$ cat src/rtl/store_commit_buffer_pkg.sv
// Shared types for the store commit buffer: entry layout and drain FSM states.
package store_commit_buffer_pkg;

  localparam int unsigned SB_ADDR_W = 32;
  localparam int unsigned SB_DATA_W = 32;

  typedef struct packed {
    logic                 valid;
    logic [SB_ADDR_W-1:0] addr;
    logic [SB_DATA_W-1:0] data;
  } sb_entry_t;

  typedef enum logic [1:0] {
    StIdle,
    StReq,
    StWait
  } sb_state_t;

endpackage

$ cat src/rtl/store_commit_buffer_if.sv
// Store-commit, data-cache write and load-probe signals of the store commit buffer.
interface store_commit_buffer_if #(
  parameter int unsigned ADDR_WIDTH = 32,
  parameter int unsigned DATA_WIDTH = 32
) ();

  logic                  mem_wr_en;
  logic [ADDR_WIDTH-1:0] mem_wr_addr;
  logic [DATA_WIDTH-1:0] mem_wr_data;
  logic                  st_stall;
  logic                  dc_req_valid;
  logic [ADDR_WIDTH-1:0] dc_req_addr;
  logic [DATA_WIDTH-1:0] dc_req_data;
  logic                  dc_req_ready;
  logic                  dc_wr_done;
  logic                  sb_empty;
  logic                  ld_lookup_valid;
  logic [ADDR_WIDTH-1:0] ld_lookup_addr;
  logic                  ld_fwd_hit;
  logic [DATA_WIDTH-1:0] ld_fwd_data;

  modport slave (
    input  mem_wr_en, mem_wr_addr, mem_wr_data,
    output st_stall,
    output dc_req_valid, dc_req_addr, dc_req_data,
    input  dc_req_ready, dc_wr_done,
    output sb_empty,
    input  ld_lookup_valid, ld_lookup_addr,
    output ld_fwd_hit, ld_fwd_data
  );

  modport master (
    output mem_wr_en, mem_wr_addr, mem_wr_data,
    input  st_stall,
    input  dc_req_valid, dc_req_addr, dc_req_data,
    output dc_req_ready, dc_wr_done,
    input  sb_empty,
    output ld_lookup_valid, ld_lookup_addr,
    input  ld_fwd_hit, ld_fwd_data
  );

endinterface

$ cat src/rtl/store_buf_fwd_match.sv
// Youngest-match search over the store buffer for load forwarding (STORE_BUF_FWD_EN builds only).
module store_buf_fwd_match
  import store_commit_buffer_pkg::*;
#(
  parameter int unsigned SB_DEPTH = 4
) (
  input  sb_entry_t            entries [SB_DEPTH],
  input  logic [$clog2(SB_DEPTH)-1:0] wr_idx,
  input  logic                 lookup_valid,
  input  logic [SB_ADDR_W-1:0] lookup_addr,
  output logic                 hit,
  output logic [SB_DATA_W-1:0] data
);

  localparam int unsigned PTR_W = $clog2(SB_DEPTH);

  logic [PTR_W-1:0] idx;

  // Walk from oldest slot (wr_idx) to youngest (wr_idx-1); the last match is the youngest.
  always_comb begin
    hit  = 1'b0;
    data = '0;
    idx  = '0;
    for (int unsigned k = 0; k < SB_DEPTH; k++) begin
      idx = wr_idx + PTR_W'(k);
      if (lookup_valid && entries[idx].valid && (entries[idx].addr == lookup_addr)) begin
        hit  = 1'b1;
        data = entries[idx].data;
      end
    end
  end

endmodule

$ cat src/rtl/store_commit_buffer.sv
// Store commit buffer: FIFO of committed stores drained one at a time to the data cache.
// Optional load forwarding is built when STORE_BUF_FWD_EN is defined.
module store_commit_buffer
  import store_commit_buffer_pkg::*;
#(
  parameter int unsigned SB_DEPTH   = 4,
  parameter int unsigned ADDR_WIDTH = SB_ADDR_W,
  parameter int unsigned DATA_WIDTH = SB_DATA_W
) (
  input logic                  clk,
  input logic                  rst_n,
  store_commit_buffer_if.slave bus
);

  localparam int unsigned PTR_W = $clog2(SB_DEPTH);
  localparam logic [PTR_W:0] PtrOne = (PTR_W+1)'(1);

  if ((ADDR_WIDTH != SB_ADDR_W) || (DATA_WIDTH != SB_DATA_W)) begin : g_width_chk
    $error("store_commit_buffer: widths must match the package entry layout");
  end
  if ((SB_DEPTH < 2) || ((SB_DEPTH & (SB_DEPTH - 1)) != 0)) begin : g_depth_chk
    $error("store_commit_buffer: SB_DEPTH must be a power of 2 and at least 2");
  end

  sb_entry_t        entries_q [SB_DEPTH];
  logic [PTR_W:0]   wr_ptr_q, rd_ptr_q;
  sb_state_t        state_q;
  logic             req_valid_q;

  logic [PTR_W-1:0] wr_idx, rd_idx;
  logic             full, empty, push, pop;

  assign wr_idx = wr_ptr_q[PTR_W-1:0];
  assign rd_idx = rd_ptr_q[PTR_W-1:0];
  assign full   = (wr_idx == rd_idx) && (wr_ptr_q[PTR_W] != rd_ptr_q[PTR_W]);
  assign empty  = (wr_ptr_q == rd_ptr_q);
  assign push   = bus.mem_wr_en && !full;
  // Completion only counts once the request was accepted; done in REQ is ignored.
  assign pop    = (state_q == StWait) && bus.dc_wr_done;

  always_ff @(posedge clk) begin
    if (!rst_n) begin
      wr_ptr_q    <= '0;
      rd_ptr_q    <= '0;
      state_q     <= StIdle;
      req_valid_q <= 1'b0;
      for (int i = 0; i < int'(SB_DEPTH); i++) begin
        entries_q[i] <= '0;
      end
    end else begin
      if (push) begin
        entries_q[wr_idx] <= '{valid: 1'b1, addr: bus.mem_wr_addr, data: bus.mem_wr_data};
        wr_ptr_q          <= wr_ptr_q + PtrOne;
      end
      if (pop) begin
        entries_q[rd_idx].valid <= 1'b0;
        rd_ptr_q                <= rd_ptr_q + PtrOne;
      end
      unique case (state_q)
        StIdle: begin
          if (!empty) begin
            state_q     <= StReq;
            req_valid_q <= 1'b1;
          end
        end
        StReq: begin
          if (bus.dc_req_ready) begin
            state_q     <= StWait;
            req_valid_q <= 1'b0;
          end
        end
        StWait: begin
          if (bus.dc_wr_done) begin
            state_q <= StIdle;
          end
        end
        default: begin
          state_q     <= StIdle;
          req_valid_q <= 1'b0;
        end
      endcase
    end
  end

  assign bus.st_stall     = full;
  assign bus.sb_empty     = empty;
  assign bus.dc_req_valid = req_valid_q;
  assign bus.dc_req_addr  = entries_q[rd_idx].addr;
  assign bus.dc_req_data  = entries_q[rd_idx].data;

`ifdef STORE_BUF_FWD_EN
  store_buf_fwd_match #(
    .SB_DEPTH(SB_DEPTH)
  ) u_fwd_match (
    .entries     (entries_q),
    .wr_idx      (wr_idx),
    .lookup_valid(bus.ld_lookup_valid),
    .lookup_addr (bus.ld_lookup_addr),
    .hit         (bus.ld_fwd_hit),
    .data        (bus.ld_fwd_data)
  );
`else
  logic unused_lookup;

  always_comb begin
    unused_lookup = ^{bus.ld_lookup_valid, bus.ld_lookup_addr};
    for (int i = 0; i < int'(SB_DEPTH); i++) begin
      unused_lookup = unused_lookup ^ entries_q[i].valid;
    end
  end

  assign bus.ld_fwd_hit  = 1'b0;
  assign bus.ld_fwd_data = '0;
`endif

endmodule

$ cat src/flat_wrapper.sv
// flat-port wrapper written by rule: the top's interface ports become plain ports
module store_commit_buffer_flat import store_commit_buffer_pkg::*;
#(
  parameter int unsigned SB_DEPTH   = 4,
  parameter int unsigned ADDR_WIDTH = SB_ADDR_W,
  parameter int unsigned DATA_WIDTH = SB_DATA_W
)
  (clk, rst_n, bus_mem_wr_en, bus_mem_wr_addr, bus_mem_wr_data, bus_st_stall, bus_dc_req_valid, bus_dc_req_addr, bus_dc_req_data, bus_dc_req_ready, bus_dc_wr_done, bus_sb_empty, bus_ld_lookup_valid, bus_ld_lookup_addr, bus_ld_fwd_hit, bus_ld_fwd_data);
  store_commit_buffer_if #(.ADDR_WIDTH(ADDR_WIDTH), .DATA_WIDTH(DATA_WIDTH)) bus_i ();
  input logic clk;
  input logic rst_n;
  input wire logic [$bits(bus_i.mem_wr_en)-1:0] bus_mem_wr_en;
  input wire logic [$bits(bus_i.mem_wr_addr)-1:0] bus_mem_wr_addr;
  input wire logic [$bits(bus_i.mem_wr_data)-1:0] bus_mem_wr_data;
  output wire logic [$bits(bus_i.st_stall)-1:0] bus_st_stall;
  output wire logic [$bits(bus_i.dc_req_valid)-1:0] bus_dc_req_valid;
  output wire logic [$bits(bus_i.dc_req_addr)-1:0] bus_dc_req_addr;
  output wire logic [$bits(bus_i.dc_req_data)-1:0] bus_dc_req_data;
  input wire logic [$bits(bus_i.dc_req_ready)-1:0] bus_dc_req_ready;
  input wire logic [$bits(bus_i.dc_wr_done)-1:0] bus_dc_wr_done;
  output wire logic [$bits(bus_i.sb_empty)-1:0] bus_sb_empty;
  input wire logic [$bits(bus_i.ld_lookup_valid)-1:0] bus_ld_lookup_valid;
  input wire logic [$bits(bus_i.ld_lookup_addr)-1:0] bus_ld_lookup_addr;
  output wire logic [$bits(bus_i.ld_fwd_hit)-1:0] bus_ld_fwd_hit;
  output wire logic [$bits(bus_i.ld_fwd_data)-1:0] bus_ld_fwd_data;
  assign bus_i.mem_wr_en = bus_mem_wr_en;
  assign bus_i.mem_wr_addr = bus_mem_wr_addr;
  assign bus_i.mem_wr_data = bus_mem_wr_data;
  assign bus_st_stall = bus_i.st_stall;
  assign bus_dc_req_valid = bus_i.dc_req_valid;
  assign bus_dc_req_addr = bus_i.dc_req_addr;
  assign bus_dc_req_data = bus_i.dc_req_data;
  assign bus_i.dc_req_ready = bus_dc_req_ready;
  assign bus_i.dc_wr_done = bus_dc_wr_done;
  assign bus_sb_empty = bus_i.sb_empty;
  assign bus_i.ld_lookup_valid = bus_ld_lookup_valid;
  assign bus_i.ld_lookup_addr = bus_ld_lookup_addr;
  assign bus_ld_fwd_hit = bus_i.ld_fwd_hit;
  assign bus_ld_fwd_data = bus_i.ld_fwd_data;
  store_commit_buffer #(.SB_DEPTH(SB_DEPTH), .ADDR_WIDTH(ADDR_WIDTH), .DATA_WIDTH(DATA_WIDTH)) u_core (.clk(clk), .rst_n(rst_n), .bus(bus_i));
endmodule
$ cat config.mk
export PLATFORM = sky130hd
export DESIGN_NAME = store_commit_buffer_flat
export DESIGN_NICKNAME = d
export VERILOG_FILES = /design/src/rtl/store_commit_buffer_pkg.sv /design/src/rtl/store_commit_buffer_if.sv /design/src/rtl/store_buf_fwd_match.sv /design/src/rtl/store_commit_buffer.sv /design/src/flat_wrapper.sv
export SDC_FILE = /design/constraint.sdc
export NUM_CORES = 1
export LEC_CHECK = 0
export ABC_AREA = 0
export CORE_ASPECT_RATIO = 0.75
export CORE_UTILIZATION = 45
export CTS_CLUSTER_DIAMETER = 30
export DETAILED_ROUTE_END_ITERATION = 10
export HOLD_SLACK_MARGIN = 0.08
export PLACE_DENSITY = 0.8
export SLEW_MARGIN = 20
export SYNTH_ARGS = -nofsm -noshare
export SYNTH_HDL_FRONTEND = slang
export SYNTH_SLANG_ARGS = --single-unit
$ cat constraint.sdc
create_clock -name clk -period 7.2 [get_ports clk]
set_input_delay 1.44 -clock clk [delete_from_list [all_inputs] [get_ports clk]]
set_output_delay 1.44 -clock clk [all_outputs]
set_load 0.01 [all_outputs]
### Word-level counts from Yosys, hierarchy flattened

Memories as Yosys holds them, arrays and structs flattened. A register that Yosys moved wholly into a read port is not among the register bits.
Cells that the tools add are included.

| operators by class | value |
|---|---|
| bitwise operators | 1 |
| add/subtract/negate cells | 2 |
| reductions and logical operators | 9 |
| mux-type cells | 22 |
| equality and inequality tests | 8 |

Operator list:

| operator | number |
|---|---|
| 2-to-1 mux 65 bit | 2 |
| OR reduction 65 bit | 2 |
| 2-to-1 mux 2 bit | 8 |
| 2-to-1 mux 1 bit | 10 |
| adder 3 x 1 -> 3 bit, second input constant | 2 |
| inequality test 2 bit, second input constant | 3 |
| case mux 2 bit (3 select lines) | 1 |
| AND reduction 3 bit | 2 |
| equality test 3 bit | 1 |
| logical AND 1 bit | 3 |
| case mux 1 bit (3 select lines) | 1 |
| equality test 2 x 1 -> 1 bit, second input constant | 1 |
| equality test 2 bit | 1 |
| equality test 2 bit, second input constant | 1 |
| zero test 2 bit | 1 |
| zero test 1 bit | 1 |
| inequality test 1 bit | 1 |
| NOT 1 bit | 1 |

| storage, ports and cells | value |
|---|---|
| output and inout bits | 100 |
| logic and storage cells | 47 |
| memories | 1 |
| RAM bits | 260 |
| register bits | 9 |

Memory list:

| name | depth | width | rd ports | clocked after memory_dff | wr ports | line | source |
|---|---|---|---|---|---|---|---|
| u_core.entries_q | 4 | 65 | 1 | 1 | 4 | store_commit_buffer.sv:25 | `sb_entry_t entries_q [SB_DEPTH];` |

### Logic depth before layout (Yosys ltp)

| logic depth | value |
|---|---|
| word-level depth | 9 |
| depth in mapped cells | 6 |
| depth with buffers taken out | 4 |

### Worst setup path after synthesis

OpenSTA, ideal clock, no wires.

| path | value |
|---|---|
| kind | in2reg |
| from | input bus_mem_wr_en |
| to | memory u_core.entries_q[3][0] (netlist bit), enable pin |
| cell stages on the path | 2 |
| library setup time | 0.574 ns |
| arrival time | 6.022 ns |
| data required time | 6.626 ns |
| slack | 0.604 ns |
| cells stage by stage | nand3_1 -> o21ai_0 |

RTL lines:

| item | line | source |
|---|---|---|
| start, declared | flat_wrapper.sv:12 | `input wire logic [$bits(bus_i.mem_wr_en)-1:0] bus_mem_wr_en;` |
| end, declared | store_commit_buffer.sv:25 |  |

==> flow_metrics.env <==
export IMPL_max_vdd_ir_drop_mv=0.165
export IMPL_powerDensity_nw_per_um2=314
export IMPL_fin_cells=1318
export IMPL_die_area_um2=26400
export IMPL_rsz0062_at_grt="false"
export IMPL_period_needed_ns=4.57
export IMPL_async_flop_share_pct=0
export IMPL_yosysUniqueCellTypes=39
export IMPL_vias=6926
export IMPL_cts_root_buf="clkbuf_16"
export IMPL_syn_inst=796
export IMPL_post_synth_top_count_cell="nor2_1"
export IMPL_grt_use_total_pct=19.3
export IMPL_crit_fanout=37
export IMPL_cts_made_buffers=47
export IMPL_grt_pass1_vias=7031
export IMPL_rr_endpoint="u_core.entries_q[0][38]"
export IMPL_first_pass_iters=5
export IMPL_min_from="u_core.bus.dc_req_valid"
export IMPL_regArea_um2=7920
export IMPL_hold_path_depth=2
export IMPL_cp_arrival_ns=3.13
export IMPL_drtAntennaViolNets=0
export IMPL_finClkSkew_ns=0.0159
export IMPL_yosys_area_top_type="edfxtp_1"
export IMPL_synth_warnings=0
export IMPL_wl_per_cell_um=19.1
export IMPL_grt_antenna_before_repair=0
export IMPL_hold_viol=0
export IMPL_dpl_cell_count=1230
export IMPL_ctsLongestPathBuffers=3
export IMPL_post_cts_buffers=0
export IMPL_area_growth_syn_to_layout_pct=27.4
export IMPL_worstMarginPinSlew_ns=1.00
export IMPL_avgSynthCellArea_um2=14.5
export IMPL_clk_latency_ns=0.52
export IMPL_drcViolationCount=0
export IMPL_fillCellCount=1928
export IMPL_worstSetupEndpointType="output pin"
export IMPL_post_synth_top_area_fraction_pct=66.5
export IMPL_fin_crit_sh_pct=63.5
export IMPL_synth_seq_cells=267
export IMPL_place_gp_congestion=0.767
export IMPL_start_util_pct=46.1
export IMPL_coreArea_um2=25100
export IMPL_ff2ff_path_depth=5
export IMPL_path_class="register to output pin"
export IMPL_io_pins=202
export IMPL_cellLeakagePower_nw=5.35
export IMPL_syn_area_um2=11600
export IMPL_layout_setup_ws_ns=2.63
export IMPL_post_route_util_pct=58.8
export IMPL_hold_buffers=0
export IMPL_yosysSeqAreaShare_pct=68.4
export IMPL_die_h_um=141
export IMPL_whs_endpoint="u_core.bus.dc_req_valid"
export IMPL_antenna_diode_count=0
export IMPL_portBuffers=135
export IMPL_clock_sinks=267
export IMPL_rows=50
export IMPL_hold_class="register to register"
export IMPL_rr_startpoint="u_core.wr_ptr_q[2]"
export IMPL_drive_gt1_share_pct=17.3
export IMPL_max_slew_margin_pct=33.0
export IMPL_cts_max_level=2
export IMPL_fp_dieW_um=187
export IMPL_critPathLaunchType="register"
export IMPL_reg2reg_slack_ns=4.12
export IMPL_gr_total_overflow=0
export IMPL_totalWireLength_um=25200
export IMPL_multiInputGateArea_um2=3230
export IMPL_setup_viol_count_final=0
export IMPL_cap_violations=0
export IMPL_grt_max_degree=66
export IMPL_holdWs_ns=0.508
export IMPL_first_iter_violations=536
export IMPL_status="finished, final reports clean"
export IMPL_cts_tree="yes"
export IMPL_maxSlewViolCount=0
export IMPL_finalPower_mw=4.62
export IMPL_synth_edff_count=256
export IMPL_synth_ff_type="edfxtp_1"
export IMPL_cts_clk_slew_worst_paths_ns=0.05
export IMPL_ctsResizeCount=0
export IMPL_grt_pass1_wl_um=38900
export IMPL_detailed_place_area_um2=13100
export IMPL_pre_cts_ws_ns=2.86
export IMPL_setup_tns_ns=0
export IMPL_cp_data_required_time_ns=5.76
export IMPL_via_per_inst=5.25
export IMPL_dp_hpwl_um=13700
export IMPL_synth_common_cells="260 x nor2_1, 256 x edfxtp_1, 68 x nand2_1"
export IMPL_max_freq_mhz=219
export IMPL_layout_nets=1046
export IMPL_fin_area_um2=14700
export IMPL_synth_area_leaders="edfxtp_1 66%, mux4_2 12%, nor2_1 8.4%"
-- sequential cells by signal, summed over array words and instances, names as in the netlist, named ones only --
register / flops
u_core.rd_ptr_q: 3
u_core.wr_ptr_q: 3
u_core.entries_q: 256
u_core.bus.dc_req_valid: 1
u_core.state_q: 2
-- how the worst max path moves through the flow --
| stage | from | endpoint |
|---|---|---|
| 6_report | register | bus_dc_req_data[1] |
| 5_1_grt | register | bus_dc_req_data[1] |
| 4_1_cts | register | bus_dc_req_data[1] |
| 3_5_place_dp | bus_mem_wr_en | u_core.entries_q[2][37] |
| 3_3_place_gp | bus_mem_wr_en | u_core.entries_q[0][42] |
| 2_1_floorplan | bus_mem_wr_en | u_core.entries_q[3][0] |
-- where the power goes --
| group | switching (mW) | internal, mW | leakage (nW) | total (mW) |
|---|---|---|---|---|
| registers | 0.0402 | 1.84 | 2.78 | 1.88 |
| logic | 0.255 | 0.210 | 1.78 | 0.465 |
| clock network | 0.747 | 1.53 | 0.791 | 2.28 |
| total | 1.04 | 3.58 | 5.35 | 4.62 |
-- cell families after synthesis --
group / share of synthesized area (%)
buf+inv: 5.28
simple gates: 11.9
compound gates: 1.05
flops: 68.4
fa+ha+maj: 0.216
other cells: 0.0324
xor+xnor: 0.649
mux: 12.5
-- layout make-up --
| type | instances | area share, % |
|---|---|---|
| Clock inverter | 34 | 2.77 |
| Inverter | 6 | 0.153 |
| Tap cell | 338 | 2.87 |
| Sequential cell | 267 | 53.7 |
| Timing Repair Buffer | 149 | 10.2 |
| Clock buffer | 53 | 8.42 |
| Multi-Input combinational cell | 471 | 21.9 |
-- critical path, cell delays in order, from the launching register on --
cell and delay (ns):
dfxtp_4 0.85, buf_4 0.62, mux4_2 0.62, clkdlybuf4s50_1 0.51
-- placed cells by master (no fill, tap or decap), drive strengths merged, types with 4 or more instances in the layout --
master | netlist | final
mux4 | 64 | 64
clkinvlp | 0 | 6
dfxtp | 11 | 11
conb | 1 | 33
inv | 6 | 12
clkbuf | 13 | 53
edfxtp | 256 | 256
nor2 | 260 | 260
xor2 | 4 | 4
buf | 71 | 14
nand2 | 68 | 68
clkdlybuf4s50 | 0 | 135
bufinv | 0 | 8
clkinv | 0 | 14
o21ai | 7 | 7
-- routing by layer --
| layer | vias up | global-route usage, % | wire (um) | share of wire, % |
|---|---|---|---|---|
| li1 | 3120 | - | - | - |
| met1 | 3444 | 26.9 | 10800 | 43 |
| met2 | 311 | 30.8 | 12000 | 48 |
| met3 | 51 | 3.66 | 1850 | 7.3 |
| met4 | 0 | 6.56 | 533 | 2.1 |
| met5 | - | 0 | 0 | 0 |
Note: power is estimated with default switching activity, not from simulation.
